## config.mk

```make
export PLATFORM = sky130hd
export DESIGN_NAME = m68k_bus_master_flat
export DESIGN_NICKNAME = d
export VERILOG_FILES = /design/src/rtl/m68k_bus_master_if.sv /design/src/rtl/m68k_bus_master.sv /design/src/flat_wrapper.sv
export SDC_FILE = /design/constraint.sdc
export NUM_CORES = 1
export LEC_CHECK = 0
export CAP_MARGIN = 20
export CORE_MARGIN = 4
export CORE_UTILIZATION = 60
export DETAILED_ROUTE_END_ITERATION = 12
export DONT_BUFFER_PORTS = 1
export PLACE_DENSITY = 0.76
export SLEW_MARGIN = 20
export SYNTH_ARGS = -nofsm -noshare
export SYNTH_HDL_FRONTEND = slang
export SYNTH_SLANG_ARGS = --single-unit
```

## constraint.sdc

```tcl
create_clock -name clk32 -period 4.1 [get_ports clk32]
set_clock_uncertainty 0.15 [all_clocks]
set_input_delay 0.615 -clock clk32 [delete_from_list [all_inputs] [get_ports clk32]]
set_output_delay 0.615 -clock clk32 [all_outputs]
set_load 0.005 [all_outputs]
```

## src/rtl/m68k_bus_master_if.sv

```systemverilog
// Host request/response and 68000 bus signals of the bus-cycle initiator.
// master = the initiator's view; slave = host plus responder side.
interface m68k_bus_master_if;
  localparam int unsigned AW = 23;
  localparam int unsigned DW = 16;
  localparam int unsigned FW = 3;

  logic          req;
  logic [AW-1:0] addr;
  logic          we;
  logic          ube;
  logic          lbe;
  logic [FW-1:0] fc;
  logic [DW-1:0] wdata;
  logic          busy;
  logic          ack;
  logic          berr;
  logic [DW-1:0] rdata;

  logic [AW-1:0] A;
  logic [FW-1:0] FC;
  logic          AS_N;
  logic          UDS_N;
  logic          LDS_N;
  logic          RW;
  logic [DW-1:0] DOUT;
  logic          DOUT_OE;
  logic [DW-1:0] DIN;
  logic          DTACK_N;
  logic          BERR_N;

  modport master (
    input  req, addr, we, ube, lbe, fc, wdata, DIN, DTACK_N, BERR_N,
    output busy, ack, berr, rdata, A, FC, AS_N, UDS_N, LDS_N, RW, DOUT, DOUT_OE
  );

  modport slave (
    output req, addr, we, ube, lbe, fc, wdata, DIN, DTACK_N, BERR_N,
    input  busy, ack, berr, rdata, A, FC, AS_N, UDS_N, LDS_N, RW, DOUT, DOUT_OE
  );
endinterface

```

## src/rtl/m68k_bus_master.sv

```systemverilog
// 68000 bus-cycle initiator: turns host word/byte requests into AS/UDS/LDS/RW
// sequences paced by the 8 MHz enables, ending on DTACK_N, BERR_N or timeout.
module m68k_bus_master #(
  parameter int unsigned TIMEOUT = 64
) (
  input  logic              clk32,
  input  logic              reset,
  input  logic              mhz8_en1,
  input  logic              mhz8_en2,
  input  logic              bus_free,
  m68k_bus_master_if.master bus
);
  localparam int unsigned CW = $clog2(TIMEOUT + 1);
  localparam int unsigned AW = 23;
  localparam int unsigned DW = 16;
  localparam int unsigned FW = 3;

  typedef enum logic [3:0] {
    IDLE, S0, S1, S2, S3, S4, S4W, S5, S6, S7
  } state_t;

  state_t        state, state_nxt;
  logic [CW-1:0] wait_cnt, wait_cnt_nxt;
  logic          err_flag, err_flag_nxt;
  logic          cyc_we, cyc_we_nxt;
  logic          cyc_ube, cyc_ube_nxt;
  logic          cyc_lbe, cyc_lbe_nxt;
  logic          busy_r, busy_nxt;
  logic          ack_r, ack_nxt;
  logic          berr_r, berr_nxt;
  logic [DW-1:0] rdata_r, rdata_nxt;
  logic [AW-1:0] a_r, a_nxt;
  logic [FW-1:0] fc_r, fc_nxt;
  logic          as_n_r, as_n_nxt;
  logic          uds_n_r, uds_n_nxt;
  logic          lds_n_r, lds_n_nxt;
  logic          rw_r, rw_nxt;
  logic [DW-1:0] dout_r, dout_nxt;
  logic          dout_oe_r, dout_oe_nxt;
  logic          en1, en2;

  // Coincident enables are a clocking fault; treat that clk32 as having no edge.
  assign en1 = mhz8_en1 & ~mhz8_en2;
  assign en2 = mhz8_en2 & ~mhz8_en1;

  // State and registered outputs
  always_ff @(posedge clk32 or posedge reset) begin
    if (reset) begin
      state     <= IDLE;
      wait_cnt  <= '0;
      err_flag  <= 1'b0;
      cyc_we    <= 1'b0;
      cyc_ube   <= 1'b0;
      cyc_lbe   <= 1'b0;
      busy_r    <= 1'b0;
      ack_r     <= 1'b0;
      berr_r    <= 1'b0;
      rdata_r   <= '0;
      a_r       <= '0;
      fc_r      <= '0;
      as_n_r    <= 1'b1;
      uds_n_r   <= 1'b1;
      lds_n_r   <= 1'b1;
      rw_r      <= 1'b1;
      dout_r    <= '0;
      dout_oe_r <= 1'b0;
    end else begin
      state     <= state_nxt;
      wait_cnt  <= wait_cnt_nxt;
      err_flag  <= err_flag_nxt;
      cyc_we    <= cyc_we_nxt;
      cyc_ube   <= cyc_ube_nxt;
      cyc_lbe   <= cyc_lbe_nxt;
      busy_r    <= busy_nxt;
      ack_r     <= ack_nxt;
      berr_r    <= berr_nxt;
      rdata_r   <= rdata_nxt;
      a_r       <= a_nxt;
      fc_r      <= fc_nxt;
      as_n_r    <= as_n_nxt;
      uds_n_r   <= uds_n_nxt;
      lds_n_r   <= lds_n_nxt;
      rw_r      <= rw_nxt;
      dout_r    <= dout_nxt;
      dout_oe_r <= dout_oe_nxt;
    end
  end

  // Bus-cycle sequencing: even half-states start on en1, odd ones on en2
  always_comb begin
    state_nxt    = state;
    wait_cnt_nxt = wait_cnt;
    err_flag_nxt = err_flag;
    cyc_we_nxt   = cyc_we;
    cyc_ube_nxt  = cyc_ube;
    cyc_lbe_nxt  = cyc_lbe;
    busy_nxt     = busy_r;
    ack_nxt      = 1'b0;
    berr_nxt     = 1'b0;
    rdata_nxt    = rdata_r;
    a_nxt        = a_r;
    fc_nxt       = fc_r;
    as_n_nxt     = as_n_r;
    uds_n_nxt    = uds_n_r;
    lds_n_nxt    = lds_n_r;
    rw_nxt       = rw_r;
    dout_nxt     = dout_r;
    dout_oe_nxt  = dout_oe_r;

    unique case (state)
      IDLE: begin
        if (en1 && bus.req && !busy_r && bus_free) begin
          state_nxt    = S0;
          cyc_we_nxt   = bus.we;
          cyc_ube_nxt  = bus.ube;
          cyc_lbe_nxt  = bus.lbe;
          err_flag_nxt = 1'b0;
          busy_nxt     = 1'b1;
          rw_nxt       = ~bus.we;
          fc_nxt       = bus.fc;
          a_nxt        = bus.addr;
          dout_nxt     = bus.wdata;
        end
      end
      S0: if (en2) state_nxt = S1;
      S1: begin
        if (en1) begin
          state_nxt = S2;
          as_n_nxt  = 1'b0;
          if (!cyc_we) begin
            uds_n_nxt = ~cyc_ube;
            lds_n_nxt = ~cyc_lbe;
          end
        end
      end
      S2: begin
        if (en2) begin
          state_nxt   = S3;
          dout_oe_nxt = cyc_we;
        end
      end
      S3: begin
        if (en1) begin
          state_nxt = S4;
          if (cyc_we) begin
            uds_n_nxt = ~cyc_ube;
            lds_n_nxt = ~cyc_lbe;
          end
        end
      end
      // Termination sample; BERR_N wins over DTACK_N, the counter saturates at TIMEOUT
      S4, S4W: begin
        if (en2) begin
          if (!bus.BERR_N) begin
            err_flag_nxt = 1'b1;
            state_nxt    = S5;
          end else if (!bus.DTACK_N) begin
            state_nxt    = S5;
          end else if (wait_cnt == CW'(TIMEOUT)) begin
            err_flag_nxt = 1'b1;
            state_nxt    = S5;
          end else begin
            wait_cnt_nxt = wait_cnt + CW'(1);
            state_nxt    = S4W;
          end
        end
      end
      S5: if (en1) state_nxt = S6;
      S6: begin
        if (en2) begin
          state_nxt = S7;
          if (!cyc_we && !err_flag) rdata_nxt = bus.DIN;
          as_n_nxt  = 1'b1;
          uds_n_nxt = 1'b1;
          lds_n_nxt = 1'b1;
        end
      end
      S7: begin
        if (en1) begin
          state_nxt    = IDLE;
          rw_nxt       = 1'b1;
          dout_oe_nxt  = 1'b0;
          busy_nxt     = 1'b0;
          ack_nxt      = 1'b1;
          berr_nxt     = err_flag;
          wait_cnt_nxt = '0;
        end
      end
      default: state_nxt = IDLE;
    endcase
  end

  assign bus.busy    = busy_r;
  assign bus.ack     = ack_r;
  assign bus.berr    = berr_r;
  assign bus.rdata   = rdata_r;
  assign bus.A       = a_r;
  assign bus.FC      = fc_r;
  assign bus.AS_N    = as_n_r;
  assign bus.UDS_N   = uds_n_r;
  assign bus.LDS_N   = lds_n_r;
  assign bus.RW      = rw_r;
  assign bus.DOUT    = dout_r;
  assign bus.DOUT_OE = dout_oe_r;
endmodule

```

## src/flat_wrapper.sv

```systemverilog
// flat-port wrapper written by rule: the top's interface ports become plain ports
module m68k_bus_master_flat 
#(
  parameter int unsigned TIMEOUT = 64
)
  (clk32, reset, mhz8_en1, mhz8_en2, bus_free, bus_req, bus_addr, bus_we, bus_ube, bus_lbe, bus_fc, bus_wdata, bus_DIN, bus_DTACK_N, bus_BERR_N, bus_busy, bus_ack, bus_berr, bus_rdata, bus_A, bus_FC, bus_AS_N, bus_UDS_N, bus_LDS_N, bus_RW, bus_DOUT, bus_DOUT_OE);
  m68k_bus_master_if bus_i ();
  input  logic clk32;
  input  logic reset;
  input  logic mhz8_en1;
  input  logic mhz8_en2;
  input  logic bus_free;
  input wire logic [$bits(bus_i.req)-1:0] bus_req;
  input wire logic [$bits(bus_i.addr)-1:0] bus_addr;
  input wire logic [$bits(bus_i.we)-1:0] bus_we;
  input wire logic [$bits(bus_i.ube)-1:0] bus_ube;
  input wire logic [$bits(bus_i.lbe)-1:0] bus_lbe;
  input wire logic [$bits(bus_i.fc)-1:0] bus_fc;
  input wire logic [$bits(bus_i.wdata)-1:0] bus_wdata;
  input wire logic [$bits(bus_i.DIN)-1:0] bus_DIN;
  input wire logic [$bits(bus_i.DTACK_N)-1:0] bus_DTACK_N;
  input wire logic [$bits(bus_i.BERR_N)-1:0] bus_BERR_N;
  output wire logic [$bits(bus_i.busy)-1:0] bus_busy;
  output wire logic [$bits(bus_i.ack)-1:0] bus_ack;
  output wire logic [$bits(bus_i.berr)-1:0] bus_berr;
  output wire logic [$bits(bus_i.rdata)-1:0] bus_rdata;
  output wire logic [$bits(bus_i.A)-1:0] bus_A;
  output wire logic [$bits(bus_i.FC)-1:0] bus_FC;
  output wire logic [$bits(bus_i.AS_N)-1:0] bus_AS_N;
  output wire logic [$bits(bus_i.UDS_N)-1:0] bus_UDS_N;
  output wire logic [$bits(bus_i.LDS_N)-1:0] bus_LDS_N;
  output wire logic [$bits(bus_i.RW)-1:0] bus_RW;
  output wire logic [$bits(bus_i.DOUT)-1:0] bus_DOUT;
  output wire logic [$bits(bus_i.DOUT_OE)-1:0] bus_DOUT_OE;
  assign bus_i.req = bus_req;
  assign bus_i.addr = bus_addr;
  assign bus_i.we = bus_we;
  assign bus_i.ube = bus_ube;
  assign bus_i.lbe = bus_lbe;
  assign bus_i.fc = bus_fc;
  assign bus_i.wdata = bus_wdata;
  assign bus_i.DIN = bus_DIN;
  assign bus_i.DTACK_N = bus_DTACK_N;
  assign bus_i.BERR_N = bus_BERR_N;
  assign bus_busy = bus_i.busy;
  assign bus_ack = bus_i.ack;
  assign bus_berr = bus_i.berr;
  assign bus_rdata = bus_i.rdata;
  assign bus_A = bus_i.A;
  assign bus_FC = bus_i.FC;
  assign bus_AS_N = bus_i.AS_N;
  assign bus_UDS_N = bus_i.UDS_N;
  assign bus_LDS_N = bus_i.LDS_N;
  assign bus_RW = bus_i.RW;
  assign bus_DOUT = bus_i.DOUT;
  assign bus_DOUT_OE = bus_i.DOUT_OE;
  m68k_bus_master #(.TIMEOUT(TIMEOUT)) u_core (.clk32(clk32), .reset(reset), .mhz8_en1(mhz8_en1), .mhz8_en2(mhz8_en2), .bus_free(bus_free), .bus(bus_i));
endmodule
```

==> results by stage, run 1 <==
Setup path:
- The most critical setup path has its startpoint at u_core.state[0].
- Walking the worst path, the cells encountered are or4_4, nor4_4, buf_4, mux2_2.
- The worst setup path is of the flip-flop to flip-flop kind.
- The data required time at the worst endpoint is 4170 ps.
- The worst path arrival time is 2760 ps.
- In this run the worst path has a maximum fanout of 44.
- For this design, the slowest cell found on the critical path is or4_4.
- The startpoint identified for the worst register-to-register timing path is u_core.state[0].
- In this run the worst setup path terminates at u_core.bus.DOUT[11].
- The worst setup path is launched from a flip-flop.
- Counting cells, the worst reg-to-reg path comes to 4.
- In this run the critical register-to-register path is captured at u_core.bus.DOUT[11].
- STA classifies the critical path endpoint as a flip-flop.
- The setup check on the worst reg-to-reg path leaves a slack of 1410 ps.
- The longest individual stage delay on the worst path is 640 ps.

Timing:
- The hold violation count in the final report is 0.
- The time the worst path needs with I/O delays and setup is 2690 ps.
- Hold timing on the final database bottoms out at a slack of 148 ps.
- Setup total negative slack on the finished layout was measured at 0 ps.
- Setup repair after global routing left no endpoint under its margin.
- After layout, the worst path uses 65.6% of the clock period.
- Setup violations remaining at the end of the flow were counted as 0.
- The number of pins with negative max-slew slack in the final report came to 0.
- The actual transition at the worst max-transition pin is 860 ps.
- The achievable frequency is 372 MHz.
- In this run the tightest slew margin relative to its limit is 42.6%.

Clock tree:
- The later pin in the worst-skew pair is clocked with a latency of 340 ps.
- The TritonCTS buffer count is 9.
- The clock net sink count is 81.
- The tree is rooted in a clkbuf_8.
- In this run, post-CTS repair resized a total of 0 instances.
- The buffer count from post-CTS setup fixing is 0.
- The hold buffer count at CTS is 0.
- The clock tree from TritonCTS is done.
- The longest clock path from root to sink contains 2 buffers.
- Clock-pin slew was measured on the worst setup and hold paths at 80 ps.
- The maximum level of the CTS H-tree is 3.

Logic synthesis:
- The Yosys step of the flow raised 0 warnings.
- After synthesis, the cell types taking the most area are dfrtp_1 (55%), mux2_2 (17%), mux2_4 (4.3%).
- The post-synthesis cell type with the largest combined area is dfrtp_1.
- The count of flip-flops with a built-in enable after synthesis is 0.
- The gate count after technology mapping is 265.
- For this run, the leading register cell type out of synthesis is dfrtp_1.
- The share of async-settable or async-resettable flops after synthesis is 100%.
- The average cell area after synthesis is 13.3 um2.
- Synthesis instantiated 45 different standard cells from the library.
- After synthesis, flip-flops and latches occupy 57.6% of the total area.
- The synthesis-stage register bit count is 81.
- The synthesized netlist occupies a cell area of 3530 um2.
- The synthesized net count is 336.
- The area share of the leading cell type in the synthesized netlist is 54.6%.

Drt:
- The via count is 2,085.
- The per-cell via count in the routed design is 6.11.
- The initial detailed-routing violation count is 77.
- The total wirelength of the detailed-routed design is 6.85 mm.
- The number of design rule violations left after detail routing is 0.
- In this run the remaining antenna-violating nets after routing total 0.
- Before antenna repair, the detailed router went through 4 iterations.
- After detailed routing, the average wire length per cell comes to 20.1 um.

Floorplanning:
- The die height is 84.7 um.
- The floorplan step defined a die boundary enclosing 7170 um2.
- The area of the placeable core is 5610 um2.
- Measured along the x axis, the die boundary spans 84.7 um.
- The number of placement rows is 27.
- The starting utilization of the core area is 62.9%.
- The number of placed I/O pins is 135.

Hold path:
- The worst hold path class is primary input to asynchronous set/reset pin.

Global route:
- The first-pass GRT wire length is 11.0 mm.
- For this run the aggregate overflow at the end of global routing stands at 0.
- The number of antenna violations at the first check in global routing is 0.
- The number of global-route vias before repair came to 2,162.
- Global routing consumed, over all layers together, 19.6% of the routing resources.
- The pin count of the biggest net entering global routing is 52.

Place:
- The cell count after placement is 326.
- The post-detailed-placement half-perimeter wirelength is 4.96 mm.
- The count of buffers added on input and output ports is 0.
- The global placer's final weighted congestion is 0.841.
- The area after detailed placement is 3550 um2.

Final layout:
- In the layout the commonest cells are dfrtp_1 (77), mux2_2 (52), nand2_1 (15), o21ai_0 (12), a21oi_1 (11).
- Summing all non-filler instances in the final layout gives an area of 3720 um2.
- The final cell count without fillers is 341.
- The share of final-layout standard cells stronger than drive strength 1 is 33.8%.
- The number of filler instances in the final layout is 432.
- The area growth from synthesis to final layout is 5.43%.
- Leaving out fill and tap cells, the most frequent cell in the layout is dfrtp_1.
- The final layout contains 336 nets.
- The number of antenna diodes in the final layout is 0.

Pwr:
- VDD sags by at most 355 uV.
- The total power density per cell area is 638 nW/um2.
- The leakage power is 1.70 nW.

Flow run:
- Across the run, the number of max-cap violations was 0.

Run status:
- The run finished with clean final reports.
-- registers in the layout (all words and copies together) (netlist names) --
name	flops
u_core.cyc_lbe	1
u_core.bus.UDS_N	1
u_core.bus.DOUT	16
u_core.bus.LDS_N	1
u_core.bus.ack	1
u_core.bus.FC	3
u_core.wait_cnt	7
u_core.bus.DOUT_OE	1
u_core.state	4
u_core.cyc_ube	1
u_core.bus.AS_N	1
u_core.bus.berr	1
u_core.bus.rdata	16
u_core.bus.busy	1
u_core.err_flag	1
u_core.cyc_we	1
u_core.bus.RW	1
u_core.bus.A	23
-- cell type report --
cell class                      count  area (um2)  area share, %
Multi-Input combinational cell    164        1380           37.2
Clock inverter                      4        30.0          0.808
Timing Repair Buffer                2        15.0          0.404
Clock buffer                       11         141           3.80
Tap cell                           72        90.1           2.42
Sequential cell                    81        2030           54.6
Inverter                            7        27.5          0.740
-- per-stage QoR --
stage / setup WS (ps) / power (mW) / utilization (%)
after global placement: 1480 / 1.85 / 63.3
after global routing: 1290 / 2.54 / 66.3
after floorplan: 1260 / 1.75 / -
after detailed placement: 1380 / 1.88 / 63.3
final: 1410 / 2.37 / 66.3
after CTS: 1390 / 2.40 / 66.3
-- worst min-delay path by stage --
stage	slack (ps)	from	cells past startpoint	to
final	150	reset	1	u_core.bus.A[0]
after global routing	150	bus_we	1	u_core.bus.RW
after CTS	160	bus_we	1	u_core.bus.RW
after detailed placement	340	u_core.bus.AS_N	2	u_core.bus.AS_N
after global placement	340	u_core.bus.AS_N	2	u_core.bus.AS_N
after floorplan	310	u_core.bus.AS_N	2	u_core.bus.AS_N
-- worst max-delay path, delay by kind of cell, from the launching register on --
| family | cells | cell delay, ps |
|---|---|---|
| DFF | 1 | 560 |
| muxes | 1 | 390 |
| and+or+nand+nor | 2 | 930 |
| buffers and inverters | 1 | 520 |
-- power by group --
part	leakage, nW	switching [mW]	total (mW)	internal, mW
logic	0.569	0.215	0.517	0.301
registers	1.05	0.276	1.34	1.07
clock network	0.0854	0.276	0.511	0.235
total	1.70	0.767	2.37	1.60
-- cell usage after synthesis, types with 2 or more instances --
master	instances
nor2_1	9
nand2_1	15
mux2_4	10
o41ai_1	5
or3_1	3
nor3b_1	2
inv_1	6
nor2b_1	2
nand2b_1	4
clkbuf_1	2
o21ai_0	12
ha_1	2
buf_6	3
buf_2	6
o31ai_1	7
dfrtp_1	77
a21oi_1	11
mux2_2	52
or2_2	3
nand3_1	3
buf_4	2
dfstp_2	4
nor3_1	3
-- logic make-up (layout without fill, tap and decap cells) --
kind of cell / count (synthesis) / count (layout) / share of synthesized area [%]
flops: 81 / 81 / 57.6
mux: 64 / 64 / 21.5
simple gates: 56 / 56 / 9.33
compound gates: 40 / 40 / 7.20
buf+inv: 20 / 24 / 3.19
fa+ha+maj: 2 / 2 / 0.709
xor+xnor: 2 / 2 / 0.497
-- routing by layer --
metal / wire length (um) / global-route usage (%) / up-vias / share of wire (%)
li1: - / - / 939 / -
met4: 106 / 7.63 / 0 / 1.5
met5: 0 / 0 / - / 0
met2: 3300 / 29.4 / 109 / 48
met1: 2550 / 23.5 / 1027 / 37
met3: 885 / 11.1 / 10 / 13
(Power assumes the default switching activity.)
==> run 2: changes to the inputs <==
==> constraint.sdc (replaced) <==
create_clock -name clk32 -period 2.8 [get_ports clk32]
set_clock_uncertainty 0.15 [all_clocks]
set_input_delay 0.42 -clock clk32 [delete_from_list [all_inputs] [get_ports clk32]]
set_output_delay 0.42 -clock clk32 [all_outputs]
set_load 0.005 [all_outputs]
==> run 2 against run 1 <==
Effect of this change: via count increased by 0.34%; worst hold slack worse by 100 ps; setup slack lost 1000 ps; critical path type unchanged; critical path depth grew 2; critical endpoint is now u_core.wait_cnt[5]; largest cell class unchanged; non-clock buffer count grew 5; first-iteration DRC count rose by 40%; register-to-register slack worse by 1000 ps; global-route usage fell by 0.091 points; sequential power is 46% higher; clock power is 54% higher.
==> results by stage, run 2 (synthesis results as in run 1) <==
Floorplanning:
- The number of placed I/O pins is 135 (unchanged).
- The area of the placeable core is 5610 um2 (unchanged).
- The die height is 84.7 um (unchanged).
- The number of placement rows was 27 (unchanged).
- The die boundary width came to 84.7 um (unchanged).
- The total die area was 7170 um2 (unchanged).
- The starting utilization of the core area is 62.9% (unchanged).

Drt:
- The number of design rule violations left after detail routing came to 0 (unchanged).
- The total wirelength of the detailed-routed design is 6.91 mm (+0.96%).
- The length of the first detailed-routing pass in iterations is 4 (unchanged).
- The post-detailed-route count of antenna-violating nets is 0 (unchanged).
- The initial detailed-routing violation count is 108 (+40%).
- The wire length per cell is 19.9 um (-0.78%).
- The per-cell via count in the routed design is 6.03 (-1.4%).
- The via count came to 2,092 (+0.34%).

Place:
- The post-detailed-placement half-perimeter wirelength is 4.91 mm (-1.0%).
- The global placer's final weighted congestion is 0.829 (-1.4%).
- The area after detailed placement came to 3580 um2 (+0.99%).
- The number of buffers inserted by port buffering is 0 (unchanged).

Final layout:
- The flip-flop and latch area came to 2030 um2 (unchanged).
- In the layout the commonest cells are dfrtp_1 (77), mux2_2 (52), nand2_1 (15), o21ai_0 (12), a21oi_1 (11).
- The final design instance area without fill is 3790 um2 (+1.9%).
- The flip-flop count of the largest register after layout came to 23 (unchanged).
- The most common library cell in the layout ignoring fill and taps is dfrtp_1.
- The number of filler instances in the final layout came to 423 (-2.1%).
- Relative to the synthesized area, the layout overhead comes to 7.45%.
- The number of diodes is 0 (unchanged).
- The number of nets in the final layout is 341 (+1.5%).
- The share of final-layout standard cells stronger than drive strength 1 is 34.9% (+1.1 points).
- The total area of multi-input combinational cells came to 1380 um2 (unchanged).

Timing:
- The achievable frequency is 411 MHz (+11%).
- The headroom to the max-slew limit is 54.2% (+12 points).
- The number of pins with negative max-slew slack in the final report was 0 (unchanged).
- The actual transition at the worst max-transition pin is 687 ps (-173 ps).
- Setup repair after global routing left no endpoint under its margin.
- The final setup violation count is 0 (unchanged).
- The setup TNS is 0 ps (unchanged).
- The hold violation count in the final report is 0 (unchanged).
- The time the worst path needs with I/O delays and setup is 2430 ps (-256 ps).
- The part of the cycle the worst path needs came to 86.9% (+21 points).
- The worst hold slack is 44.7 ps (-103 ps).

Setup path:
- The largest driver fanout on the critical path is 17 (-61%).
- The longest individual stage delay on the worst path is 650 ps (about the same).
- The data required time at the worst endpoint is 2910 ps (-1260 ps).
- By instance count, the cell type seen most on the critical path is a21oi_1.
- The worst setup path is launched from a flip-flop.
- Traced cell by cell, the critical path runs through and4bb_1, nand2b_1, inv_2, a21oi_1, or4_1, a21oi_1.
- The worst setup path is of the flip-flop to flip-flop kind.
- The worst path arrival time is 2550 ps (-210 ps).
- The buffers plus inverters on the worst setup path is 1 (unchanged).
- The type of destination of the critical path is a flip-flop.
- The kind of cell with the highest combined delay on the critical path is simple AND/OR/NAND/NOR gates.
- The highest-delay cell along the critical path is dfrtp_1.

Clock tree:
- The TritonCTS buffer count came to 9 (unchanged).
- The clock tree root driver cell is clkbuf_8.
- The maximum clock path buffer count is 2 (unchanged).
- The clock net sink count was 81 (unchanged).
- The clock-pin slew of the registers on the worst-case setup and hold paths is 80 ps (about the same).
- The source-to-sink clock delay at the later pin of the worst-skew pair is 330 ps (about the same).
- The buffer count from post-CTS setup fixing is 0 (unchanged).
- The maximum level of the CTS H-tree is 3 (unchanged).
- TritonCTS built the clock tree.

Pwr:
- The total power density per cell area was 931 nW/um2 (+46%).
- The maximum resistive drop on vdd is 480 uV (+35%).
- The leakage power is 1.74 nW (+1.9%).

Flow run:
- The number of maximum-capacitance violations came to 0 (unchanged).

Global route:
- The number of global-route vias before repair is 2,203 (+1.9%).
- The residual overflow from global routing is 0 (unchanged).
- The number of antenna violations at the first check in global routing is 0 (unchanged).
- The pin count of the biggest net entering global routing is 45 (-13%).
- The overall track demand over capacity in global routing came to 19.5% (-0.091 points).
- The first-pass GRT wire length is 11.1 mm (+1.1%).

Run status:
- The run finished with clean final reports.

Hold path:
- The worst hold path class is primary input to flip-flop.
## run 2: final cells by class
class,count,area share [%]
sequential,81,53.6
multi-input combinational,164,36.5
clock buffer,10,3.63
tap,72,2.38
timing repair buffer,7,1.85
clock inverter,6,1.32
inverter,7,0.726
## run 2: repair_timing
| item | CTS | global route |
|---|---|---|
| gates resized for setup | 0 | 0 |
| hold endpoints to repair | 36 | 0 |
| hold buffers | 2 | 0 |
| endpoints found under the setup margin | 0 | 0 |
## run 2: path summary, 6_finish.rpt
| check | start | to | slack [ps] | cells after the start |
|---|---|---|---|---|
| max | u_core.state[0] | u_core.wait_cnt[5] | 370 | 6 |
| min | mhz8_en2 | u_core.bus.AS_N | 40 | 2 |
| max reg2reg | u_core.state[0] | u_core.wait_cnt[5] | 370 | 6 |
| min reg2reg | u_core.bus.AS_N | u_core.bus.AS_N | 350 | 2 |
| max in group asynchronous | reset | u_core.bus.AS_N | 1330 | 3 |
| min in group asynchronous | reset | u_core.bus.A[11] | 460 | 2 |
## run 2: per-stage QoR
| step | worst slack (ps) | power [mW] | utilization (%) | instances |
|---|---|---|---|---|
| final | 367 | 3.53 | 67.6 | 347 |
| after detailed placement | 388 | 2.77 | 63.9 | 329 |
| after CTS | 382 | 3.57 | 67.6 | 347 |
| after floorplan | 157 | 2.56 | - | 265 |
| after global routing | 188 | 3.77 | 67.6 | 347 |
| after global placement | 461 | 2.72 | 63.9 | 329 |
## run 2: where the power goes
| part | switching [mW] | internal (mW) |
|---|---|---|
| Combinational | 0.322 | 0.454 |
| Sequential | 0.401 | 1.56 |
| Clock | 0.431 | 0.356 |
| Total | 1.15 | 2.37 |
## run 2: metal layers
layer	wire length [um]	GRT usage [%]	up-vias
met1	2750	24.4	1024
li1	-	-	952
met2	3300	30.3	106
met3	758	8.24	10
met4	98	7.34	0
met5	0	0	-
==> run 3: changes to the inputs <==
--- a/config.mk
+++ b/config.mk
@@ -6,11 +6,14 @@
 export NUM_CORES = 1
 export LEC_CHECK = 0
 export CAP_MARGIN = 20
+export CELL_PAD_IN_SITES_DETAIL_PLACEMENT = 1
+export CELL_PAD_IN_SITES_GLOBAL_PLACEMENT = 1
+export CORE_ASPECT_RATIO = 2
 export CORE_MARGIN = 4
-export CORE_UTILIZATION = 60
+export CORE_UTILIZATION = 49
 export DETAILED_ROUTE_END_ITERATION = 12
 export DONT_BUFFER_PORTS = 1
-export PLACE_DENSITY = 0.76
+export PLACE_DENSITY_LB_ADDON = 0.1
 export SLEW_MARGIN = 20
 export SYNTH_ARGS = -nofsm -noshare
 export SYNTH_HDL_FRONTEND = slang
==> run 3 against run 2 <==
Effect of this change: design area is 4.7% higher; largest cell class unchanged; worst hold slack better by 16 ps; largest power group unchanged; critical path type unchanged; sequential power hardly changed; sequential share of layout area is 2.4 points lower.
==> results by stage, run 3 (synthesis results as in run 1) <==
Setup path:
- Walking the worst path, the cells encountered are and4bb_1, nand2b_1, inv_2, a21oi_1, o21ai_0, a21oi_1.
- The cell repeated most along the worst path is a21oi_1.
- The longest individual stage delay on the worst path is 610 ps (-40 ps).
- The startpoint kind of the worst setup timing path is a flip-flop.
- The type of destination of the critical path is a flip-flop.
- The critical path start-end classification is flip-flop to flip-flop.
- The data required time at the worst endpoint is 2890 ps (-20 ps).
- The highest-delay cell along the critical path is dfrtp_1.
- The largest driver fanout on the critical path is 14 (-3).
- The worst path arrival time is 2510 ps (-40 ps).

Place:
- The global placer's final weighted congestion is 0.767 (-7.5%).
- The post-detailed-placement half-perimeter wirelength is 6.39 mm (+30%).
- The post-placement worst setup slack is 375 ps (-13.5 ps).
- The number of buffers inserted by port buffering is 0 (unchanged).

Timing:
- Setup repair after global routing left no endpoint under its margin.
- The number of pins with negative max-slew slack in the final report came to 0 (unchanged).
- The time the worst path needs with I/O delays and setup is 2420 ps (-13.3 ps).
- The headroom to the max-slew limit is 50.6% (-3.6 points).
- The hold violation count in the final report is 0 (unchanged).
- The actual transition at the worst max-transition pin is 742 ps (+54.7 ps).
- The part of the cycle the worst path needs is 86.4% (-0.48 points).
- The achievable frequency was 413 MHz (+0.55%).
- The minimum setup slack in the final design came to 380 ps (+13.3 ps).
- The setup TNS is 0 ps (unchanged).
- The final setup violation count is 0 (unchanged).

Drt:
- The total wirelength of the detailed-routed design is 8.49 mm (+23%).
- The number of design rule violations left after detail routing is 0 (unchanged).
- The length of the first detailed-routing pass in iterations is 4 (unchanged).
- The per-cell via count in the routed design was 5.86 (-2.9%).
- The via count is 2,149 (+2.7%).
- The initial detailed-routing violation count is 55 (-49%).
- The post-detailed-route count of antenna-violating nets came to 0 (unchanged).
- The wire length per cell came to 23.1 um (+16%).

Clock tree:
- The source-to-sink clock delay at the later pin of the worst-skew pair is 330 ps (about the same).
- The clock-pin slew of the registers on the worst-case setup and hold paths is 60 ps (-20 ps).
- The maximum level of the CTS H-tree is 3 (unchanged).
- The buffer count from post-CTS setup fixing was 0 (unchanged).
- TritonCTS built the clock tree.
- The clock tree root driver cell is clkbuf_16.
- The maximum clock path buffer count is 2 (unchanged).
- The clock net sink count came to 81 (unchanged).
- The TritonCTS buffer count came to 9 (unchanged).

Pwr:
- The fraction of power spent switching nets was 30.4% (-2.4 points).
- The switching power is 1.23 mW (+6.7%).
- The total power after layout is 4.05 mW (+15%).
- The sequential share of power was 48.7% (-7.0 points).
- The clock network fraction of total power is 30.3% (+8.0 points).
- The combinational share of power is 21.0% (-1.0 points).
- The leakage power is 1.81 nW (+4.3%).
- The internal power is 2.82 mW (+19%).
- The total power density per cell area is 1020 nW/um2 (+9.8%).
- The maximum resistive drop on vdd is 557 uV (+16%).

Global route:
- The number of antenna violations at the first check in global routing came to 0 (unchanged).
- The pin count of the biggest net entering global routing was 68 (+51%).
- The overall track demand over capacity in global routing was 20.8% (+1.3 points).
- The number of global-route vias before repair was 2,488 (+13%).
- The residual overflow from global routing came to 0 (unchanged).
- The first-pass GRT wire length is 13.1 mm (+18%).

Floorplanning:
- The die boundary width is 68.0 um (-20%).
- The number of placed I/O pins came to 135 (unchanged).
- The area of the placeable core came to 6990 um2 (+25%).
- The starting utilization of the core area is 50.4% (-12 points).
- The total die area was 8700 um2 (+21%).
- The die height is 128 um (+51%).
- The number of placement rows is 43 (+59%).

Final layout:
- The number of diodes came to 0 (unchanged).
- The flip-flop count of the largest register after layout came to 23 (unchanged).
- The number of nets in the final layout is 343 (+0.59%).
- The share of final-layout standard cells stronger than drive strength 1 is 34.3% (-0.61 points).
- The area growth from synthesis to final layout is 12.5%.
- Leaving out fill and tap cells, the most frequent cell in the layout is dfrtp_1.
- The library cells used most frequently in the layout, excluding fill and tap cells, are dfrtp_1 (77), mux2_2 (52), nand2_1 (15), o21ai_0 (12), a21oi_1 (11).

Run status:
- The flow ran to the end, and the final reports show no timing, DRC or antenna violations.

Hold path:
- The worst hold path class is primary input to flip-flop.

Flow run:
- The number of maximum-capacitance violations is 0 (unchanged).
==> run 3: cell count changes in the layout (fill, tap and decap cells not counted), sizes merged <==
cell	change
inv	-2
bufinv	+2
buf	+2
clkbuf	+2
clkinvlp	-2
==> run 3: path summary, 6_finish.rpt <==
path | endpoint | slack [ps] | depth (start not counted) | startpoint
max | u_core.wait_cnt[3] | 380 | 6 | u_core.state[2]
min | u_core.bus.AS_N | 60 | 2 | mhz8_en2
max reg2reg | u_core.wait_cnt[3] | 380 | 6 | u_core.state[2]
min reg2reg | u_core.bus.AS_N | 360 | 2 | u_core.bus.AS_N
max in group asynchronous | u_core.bus.LDS_N | 1470 | 3 | reset
min in group asynchronous | u_core.bus.rdata[5] | 340 | 2 | reset
==> run 3: timing repair <==
action / in CTS / in global routing
endpoints found under the hold margin: 15 / 0
hold buffers: 2 / 0
setup endpoints to repair: 0 / 0
resized for setup: 0 / 0
==> run 3: final cells by class <==
class | count | area, um2
clock inverter | 4 | 77.6
clock buffer | 12 | 236
timing repair buffer | 9 | 97.6
tap | 90 | 113
multi-input combinational | 164 | 1380
sequential | 81 | 2030
fill | 694 | 3030
inverter | 7 | 27.5
==> run 3: power by group through the flow <==
stage,Combinational (mW),Clock (mW),Sequential [mW]
final,0.849,1.23,1.98
after global routing,0.957,1.31,2.03
after CTS,0.863,1.26,1.99
after detailed placement,0.863,0,1.99
after global placement,0.823,0,1.99
after floorplan,0.751,0,1.81
==> run 3: worst max-delay path, delay by kind of cell (launching register included) <==
| family | cells | cell delay (ps) |
|---|---|---|
| compound gates | 3 | 1020 |
| flops | 1 | 610 |
| buf+inv | 1 | 80 |
| simple gates | 2 | 490 |
==> run 3: metrics by stage <==
| stage | util [%] | hold WS (ps) | area [um2] | cells |
|---|---|---|---|---|
| 2_1_floorplan | - | 312 | 3530 | 265 |
| 3_3_place_gp | 51.9 | 95.6 | 3630 | 349 |
| 3_5_place_dp | 51.9 | 107 | 3630 | 349 |
| 4_1_cts | 56.7 | 48.9 | 3970 | 367 |
| 5_1_grt | 56.7 | 69.8 | 3970 | 367 |
| 6_report | 56.7 | 60.9 | 3970 | 367 |
==> run 3: per-layer routing <==
layer  up-vias  part of all wire, %  track usage, %
li1        956                    -               -
met1      1101                   34            21.5
met2        80                   57            36.5
met3        12                  6.6            6.93
met4         0                  2.3            9.26
met5         -                    0               0
